$ cat src/rtl/bcd_countdown_timer_pkg.sv
// Shared types and constants for the two-digit BCD countdown timer.
package bcd_countdown_timer_pkg;

  localparam int unsigned DIGIT_W = 4;
  localparam int unsigned ACNT_W  = 8;
  localparam logic [DIGIT_W-1:0] BCD_MAX = 4'd9;

  typedef enum logic [1:0] {
    IDLE  = 2'b00,
    RUN   = 2'b01,
    PAUSE = 2'b10,
    ALARM = 2'b11
  } state_t;

  // Out-of-range preset digits saturate at 9 so the display never sees A-F.
  function automatic logic [DIGIT_W-1:0] clamp_bcd(input logic [DIGIT_W-1:0] d);
    return (d > BCD_MAX) ? BCD_MAX : d;
  endfunction

endpackage

$ cat src/rtl/bcd_countdown_timer_if.sv
// Control and display bundle between the timer and its host/display path.
interface bcd_countdown_timer_if;
  import bcd_countdown_timer_pkg::*;

  logic               load;
  logic [DIGIT_W-1:0] preset_tens;
  logic [DIGIT_W-1:0] preset_units;
  logic               run;
  logic [DIGIT_W-1:0] tens;
  logic [DIGIT_W-1:0] units;
  logic               alarm;
  logic               done;
  state_t             state;

  modport master (
    output load, preset_tens, preset_units, run,
    input  tens, units, alarm, done, state
  );

  modport slave (
    input  load, preset_tens, preset_units, run,
    output tens, units, alarm, done, state
  );

endinterface

$ cat src/rtl/bcd_countdown_timer_bcd_dec2.sv
// Two-digit BCD decrement with borrow, plus 00/01 detection.
module bcd_dec2
  import bcd_countdown_timer_pkg::*;
(
  input  logic [DIGIT_W-1:0] tens,
  input  logic [DIGIT_W-1:0] units,
  output logic [DIGIT_W-1:0] dec_tens,
  output logic [DIGIT_W-1:0] dec_units,
  output logic               is_one,
  output logic               is_zero
);

  always_comb begin
    dec_tens  = tens;
    dec_units = units - 4'd1;
    is_zero   = (tens == 4'd0) && (units == 4'd0);
    is_one    = (tens == 4'd0) && (units == 4'd1);
    // Units borrow from tens; 00 wraps to 99 to stay valid BCD.
    if (units == 4'd0) begin
      dec_units = BCD_MAX;
      dec_tens  = (tens == 4'd0) ? BCD_MAX : tens - 4'd1;
    end
  end

endmodule

$ cat src/rtl/bcd_countdown_timer.sv
// Two-digit BCD countdown timer on the 1 s tick with a blinking alarm phase.
module bcd_countdown_timer
  import bcd_countdown_timer_pkg::*;
#(
  parameter int unsigned ALARM_SECS = 4
) (
  input  logic                  clk_1s,
  input  logic                  reset,
  bcd_countdown_timer_if.slave  bus
);

  localparam logic [ACNT_W-1:0] ACNT_LAST = ACNT_W'(ALARM_SECS - 1);

  state_t             state_q, state_d;
  logic [DIGIT_W-1:0] tens_q, tens_d, units_q, units_d;
  logic [DIGIT_W-1:0] dec_tens, dec_units;
  logic [ACNT_W-1:0]  acnt_q, acnt_d;
  logic               alarm_q, alarm_d;
  logic               done_q, done_d;
  logic               is_one, is_zero;

  bcd_dec2 u_dec (
    .tens      (tens_q),
    .units     (units_q),
    .dec_tens  (dec_tens),
    .dec_units (dec_units),
    .is_one    (is_one),
    .is_zero   (is_zero)
  );

  always_ff @(posedge clk_1s or posedge reset) begin
    if (reset) begin
      state_q <= IDLE;
      tens_q  <= '0;
      units_q <= '0;
      acnt_q  <= '0;
      alarm_q <= 1'b0;
      done_q  <= 1'b0;
    end else begin
      state_q <= state_d;
      tens_q  <= tens_d;
      units_q <= units_d;
      acnt_q  <= acnt_d;
      alarm_q <= alarm_d;
      done_q  <= done_d;
    end
  end

  // Next-state and next-output logic; load overrides every state.
  always_comb begin
    state_d = state_q;
    tens_d  = tens_q;
    units_d = units_q;
    acnt_d  = acnt_q;
    alarm_d = alarm_q;
    done_d  = 1'b0;

    if (bus.load) begin
      tens_d  = clamp_bcd(bus.preset_tens);
      units_d = clamp_bcd(bus.preset_units);
      state_d = IDLE;
      alarm_d = 1'b0;
      acnt_d  = '0;
    end else begin
      unique case (state_q)
        IDLE: begin
          if (bus.run && !is_zero) state_d = RUN;
        end
        RUN: begin
          if (!bus.run) begin
            state_d = PAUSE;
          end else if (is_one) begin
            tens_d  = '0;
            units_d = '0;
            state_d = ALARM;
            done_d  = 1'b1;
            alarm_d = 1'b1;
            acnt_d  = '0;
          end else begin
            tens_d  = dec_tens;
            units_d = dec_units;
          end
        end
        PAUSE: begin
          if (bus.run) state_d = RUN;
        end
        ALARM: begin
          if (acnt_q == ACNT_LAST) begin
            state_d = IDLE;
            alarm_d = 1'b0;
          end else begin
            acnt_d  = acnt_q + 8'd1;
            alarm_d = ~alarm_q;
          end
        end
        default: state_d = IDLE;
      endcase
    end
  end

  assign bus.tens  = tens_q;
  assign bus.units = units_q;
  assign bus.alarm = alarm_q;
  assign bus.done  = done_q;
  assign bus.state = state_q;

endmodule

$ cat src/flat_wrapper.sv
// flat-port wrapper written by rule: the top's interface ports become plain ports
module bcd_countdown_timer_flat import bcd_countdown_timer_pkg::*;
#(
  parameter int unsigned ALARM_SECS = 4
)
  (clk_1s, reset, bus_load, bus_preset_tens, bus_preset_units, bus_run, bus_tens, bus_units, bus_alarm, bus_done, bus_state);
  bcd_countdown_timer_if bus_i ();
  input  logic clk_1s;
  input  logic reset;
  input wire logic [$bits(bus_i.load)-1:0] bus_load;
  input wire logic [$bits(bus_i.preset_tens)-1:0] bus_preset_tens;
  input wire logic [$bits(bus_i.preset_units)-1:0] bus_preset_units;
  input wire logic [$bits(bus_i.run)-1:0] bus_run;
  output wire logic [$bits(bus_i.tens)-1:0] bus_tens;
  output wire logic [$bits(bus_i.units)-1:0] bus_units;
  output wire logic [$bits(bus_i.alarm)-1:0] bus_alarm;
  output wire logic [$bits(bus_i.done)-1:0] bus_done;
  output wire logic [$bits(bus_i.state)-1:0] bus_state;
  assign bus_i.load = bus_load;
  assign bus_i.preset_tens = bus_preset_tens;
  assign bus_i.preset_units = bus_preset_units;
  assign bus_i.run = bus_run;
  assign bus_tens = bus_i.tens;
  assign bus_units = bus_i.units;
  assign bus_alarm = bus_i.alarm;
  assign bus_done = bus_i.done;
  assign bus_state = bus_i.state;
  bcd_countdown_timer #(.ALARM_SECS(ALARM_SECS)) u_core (.clk_1s(clk_1s), .reset(reset), .bus(bus_i));
endmodule
$ cat config.mk
export PLATFORM = sky130hd
export DESIGN_NAME = bcd_countdown_timer_flat
export DESIGN_NICKNAME = d
export VERILOG_FILES = /design/src/rtl/bcd_countdown_timer_pkg.sv /design/src/rtl/bcd_countdown_timer_if.sv /design/src/rtl/bcd_countdown_timer_bcd_dec2.sv /design/src/rtl/bcd_countdown_timer.sv /design/src/flat_wrapper.sv
export SDC_FILE = /design/constraint.sdc
export NUM_CORES = 1
export LEC_CHECK = 0
export ABC_CLOCK_PERIOD_IN_PS = 2400
export CORE_MARGIN = 3
export CORE_UTILIZATION = 51
export DETAILED_ROUTE_END_ITERATION = 7
export GPL_TIMING_DRIVEN = 0
export PLACE_DENSITY = 0.81
export SETUP_SLACK_MARGIN = 0.4
export SKIP_CTS_REPAIR_TIMING = 1
export SYNTH_ARGS = -nofsm -noshare
export SYNTH_HDL_FRONTEND = slang
export SYNTH_SLANG_ARGS = --single-unit
$ cat constraint.sdc
create_clock -name clk_1s -period 2.4 [get_ports clk_1s]
set_input_delay 0.36 -clock clk_1s [delete_from_list [all_inputs] [get_ports clk_1s]]
set_output_delay 0.36 -clock clk_1s [all_outputs]
set_load 0.02 [all_outputs]
==> results.yml <==
timing:
  finalCritPeriodShare_pct: 79.81
  skew_ps: 12.66
  maxClockFrequency_ghz: 0.5221
  rsz_0062_raised_after_global_routing: "false"
  finalWorstSetupSlack_ps: 484.6
  slew-limit-headroom_pct: 48.96
  actual_transition_at_the_worst_max_transition_pin_ps: 764.8
  hold_violations: 0
  setup_viol: 0
  final_period_minus_worst_setup_slack_ps: 1915
  finalSetupTns_ps: 0
  final_max_tran_viols: 0
place:
  detailedPlace.worstSlack_ps: 209.0
  dpl-instance-area_um2: 1558
  detailed_place_hpwl_mm: 2.191
  gpl_congestion: 0.8143
  portBuffers: 23
  instance_count_after_placement_with_tap_cells_included: 195
detailed_routing:
  viasPerCell: 6.117
  wirelength_mm: 3.093
  routed-via-count: 1254
  route.detailed.drc: 0
  detail_route.wl_per_cell_um: 15.09
  drt_iter0_markers: 47
  drt_pre_antenna_iters: 4
  ant_nets: 0
power_and_ir_drop:
  power.static_leakage_nw: 0.6773
  irDropWorstVdd_uv: 495.1
  power_density_nw_per_um2: 492.2
synth:
  yosys_warnings: 0
  mappedNetlistArea_um2: 1292
  synthArstFlopShare_pct: 100.0
  post_synthesis_average_cell_area_um2: 8.976
  netlist_instances: 144
  yosysUniqueCellTypes: 42
  yosysSeqAreaShare_pct: 38.72
  synth_top_flop_cell: "dfrtp_1"
  synth-edff-count: 0
  postSynthNetCount: 161
  flip_flop_and_latch_count_after_synthesis: 20
worst_setup_path:
  worstPathBufferInverterCount: 1
  critical_path_class: "reg2reg"
  critical_path.endpoint_type: "register"
  critical_path.top_delay_family: "simple AND/OR/NAND/NOR gates"
  slowest_stage: "dfrtp_1"
  reg2reg_from: "u_core.bus.tens[0]"
  critPathMaxFanout: 7
  path_cells: "inv_2 > ha_1 > nor3b_4 > a31oi_4 > or3_1 > a32o_1"
  setup.worst_path.start: "u_core.bus.tens[0]"
  worstSetupStartpointType: "register"
  crit_required_ps: 2620
  worstPathArrival_ps: 2140
  critical-path-max-stage-delay_ps: 440
layout:
  postLayoutCoreUtil_pct: 72.33
  layout.cells.most_common_list: "clkdlybuf4s50_1 (23), dfrtp_1 (20), o21ai_0 (14)"
  layout.cell_area.non_filler_um2: 1662
  layout_commonest_cell: "clkdlybuf4s50_1"
  drive_above_1_share_pct: 11.86
  layout.cells.non_filler: 205
  antenna_cells: 0
  area_growth_syn_to_layout_pct: 28.56
  final_nets: 195
clocking:
  cts_buffers: 3
  worst_setup_hold_path_clk_slew_ps: 120
  maximum_clock_insertion_buffer_count: 2
  clock-root-buffer: "clkbuf_4"
  cts_tree: "built"
  clkLatencyLatePin_ps: 320
  cts_sink_cnt: 20
  cts.htree.levels: 1
floorplan:
  die-width_um: 56.34
  ioPinCount: 24
  chipHeight_um: 56.34
  floorplan.core_area_um2: 2297
  die-area_um2: 3174
  initial_core_util_pct: 56.26
  fp-row-count: 17
grt:
  met2_track_utilization_from_global_routing_pct: 33.56
  gr-usage-met1_pct: 23.49
  grt_pass1_vias: 1199
  grt.busiest_layer: "met2"
  grt_first_pass_wirelength_mm: 5.002
  grt.total_usage_pct: 19.87
  met3_usage_pct: 5.287
  grt_start_max_net_pins: 21
  grt_antenna_before_repair: 0
  global_route.overflow_total: 0
min_path:
  hold_path_class: "in2async"
run_status:
  status: "complete, no violations"
job:
  max_cap_viol_count: 0
[synth_stat cells (2+ instances only)]
cell type / instances / share of area [%]
nor3_1: 6 / 2.3
nand4_1: 2 / 0.97
inv_1: 11 / 3.2
o31ai_1: 4 / 2.3
nor2_1: 7 / 2.0
a21oi_1: 12 / 4.6
dfrtp_1: 20 / 39
nor2b_1: 2 / 0.97
a211oi_1: 2 / 1.2
nor3b_4: 2 / 2.9
a31o_2: 2 / 1.4
ha_1: 5 / 4.8
clkbuf_1: 3 / 0.87
a31oi_1: 3 / 1.5
nand3b_1: 4 / 2.3
o21ai_0: 15 / 5.8
o21bai_1: 2 / 1.2
nand2_1: 8 / 2.3
buf_2: 2 / 0.77
or3_1: 5 / 2.4
nand3_1: 5 / 1.9
nor3b_1: 2 / 1.2
[report_power, final]
part	total, W	switching, W	internal [W]
logic	0.000168	0.0000869	0.0000808
registers	0.000371	0.0000208	0.000350
clock network	0.000279	0.000110	0.000169
[worst paths after layout]
kind / end / slack (ps) / cells after the start
worst max register to register: u_core.acnt_q[1] / 480 / 6
min in group clk_1s: u_core.acnt_q[7] / 600 / 2
worst min-delay path: u_core.acnt_q[2] / 470 / 2
max in group asynchronous: u_core.bus.tens[1] / 1440 / 2
worst max-delay path: u_core.acnt_q[1] / 480 / 6
worst min register to register: u_core.acnt_q[7] / 600 / 2
[sequential cells by signal, summed over array words and instances, names as in the netlist]
name and cells:
u_core.bus.state 2, u_core.bus.done 1, u_core.bus.alarm 1, u_core.bus.units 4, u_core.bus.tens 4, u_core.acnt_q 8
[layout make-up]
type | count | area (um2)
clock buffers | 3 | 22.52
well taps | 28 | 35.03
repair buffers | 29 | 275.3
fillers | 190 | 635.6
clock inverters | 1 | 30.03
plain buffers | 5 | 21.27
multi-input cells | 108 | 735.7
flip-flops and latches | 20 | 500.5
inverters | 11 | 41.29
[metal layers]
| layer | vias up | routed length [um] |
|---|---|---|
| li1 | 608 | - |
| met1 | 609 | 1342 |
| met2 | 31 | 1541 |
| met3 | 6 | 155 |
| met4 | 0 | 54 |
| met5 | - | 0 |
[logic make-up (layout without fill, tap and decap cells)]
group,after synthesis,in the layout,synth area share (%)
mux,1,1,0.7745
simple gates,51,51,24.40
flops,20,20,38.72
fa+ha+maj,5,5,4.840
compound gates,51,51,26.43
buf+inv,16,49,4.840
[worst reg2reg max path, stage by stage (launching register included)]
cell and delay [ps]:
dfrtp_1 440, inv_2 90, ha_1 150, nor3b_4 330
a31oi_4 170, or3_1 380, a32o_1 270
[metrics by stage]
stage	hold slack (ps)	power (W)
floorplan	323.8	0.0004619
global placement	564.5	0.0005278
detailed placement	569.6	0.0005312
CTS	510.5	0.0008105
global route	561.7	0.0008520
finish	468.4	0.0008178
(Power assumes the default switching activity.)
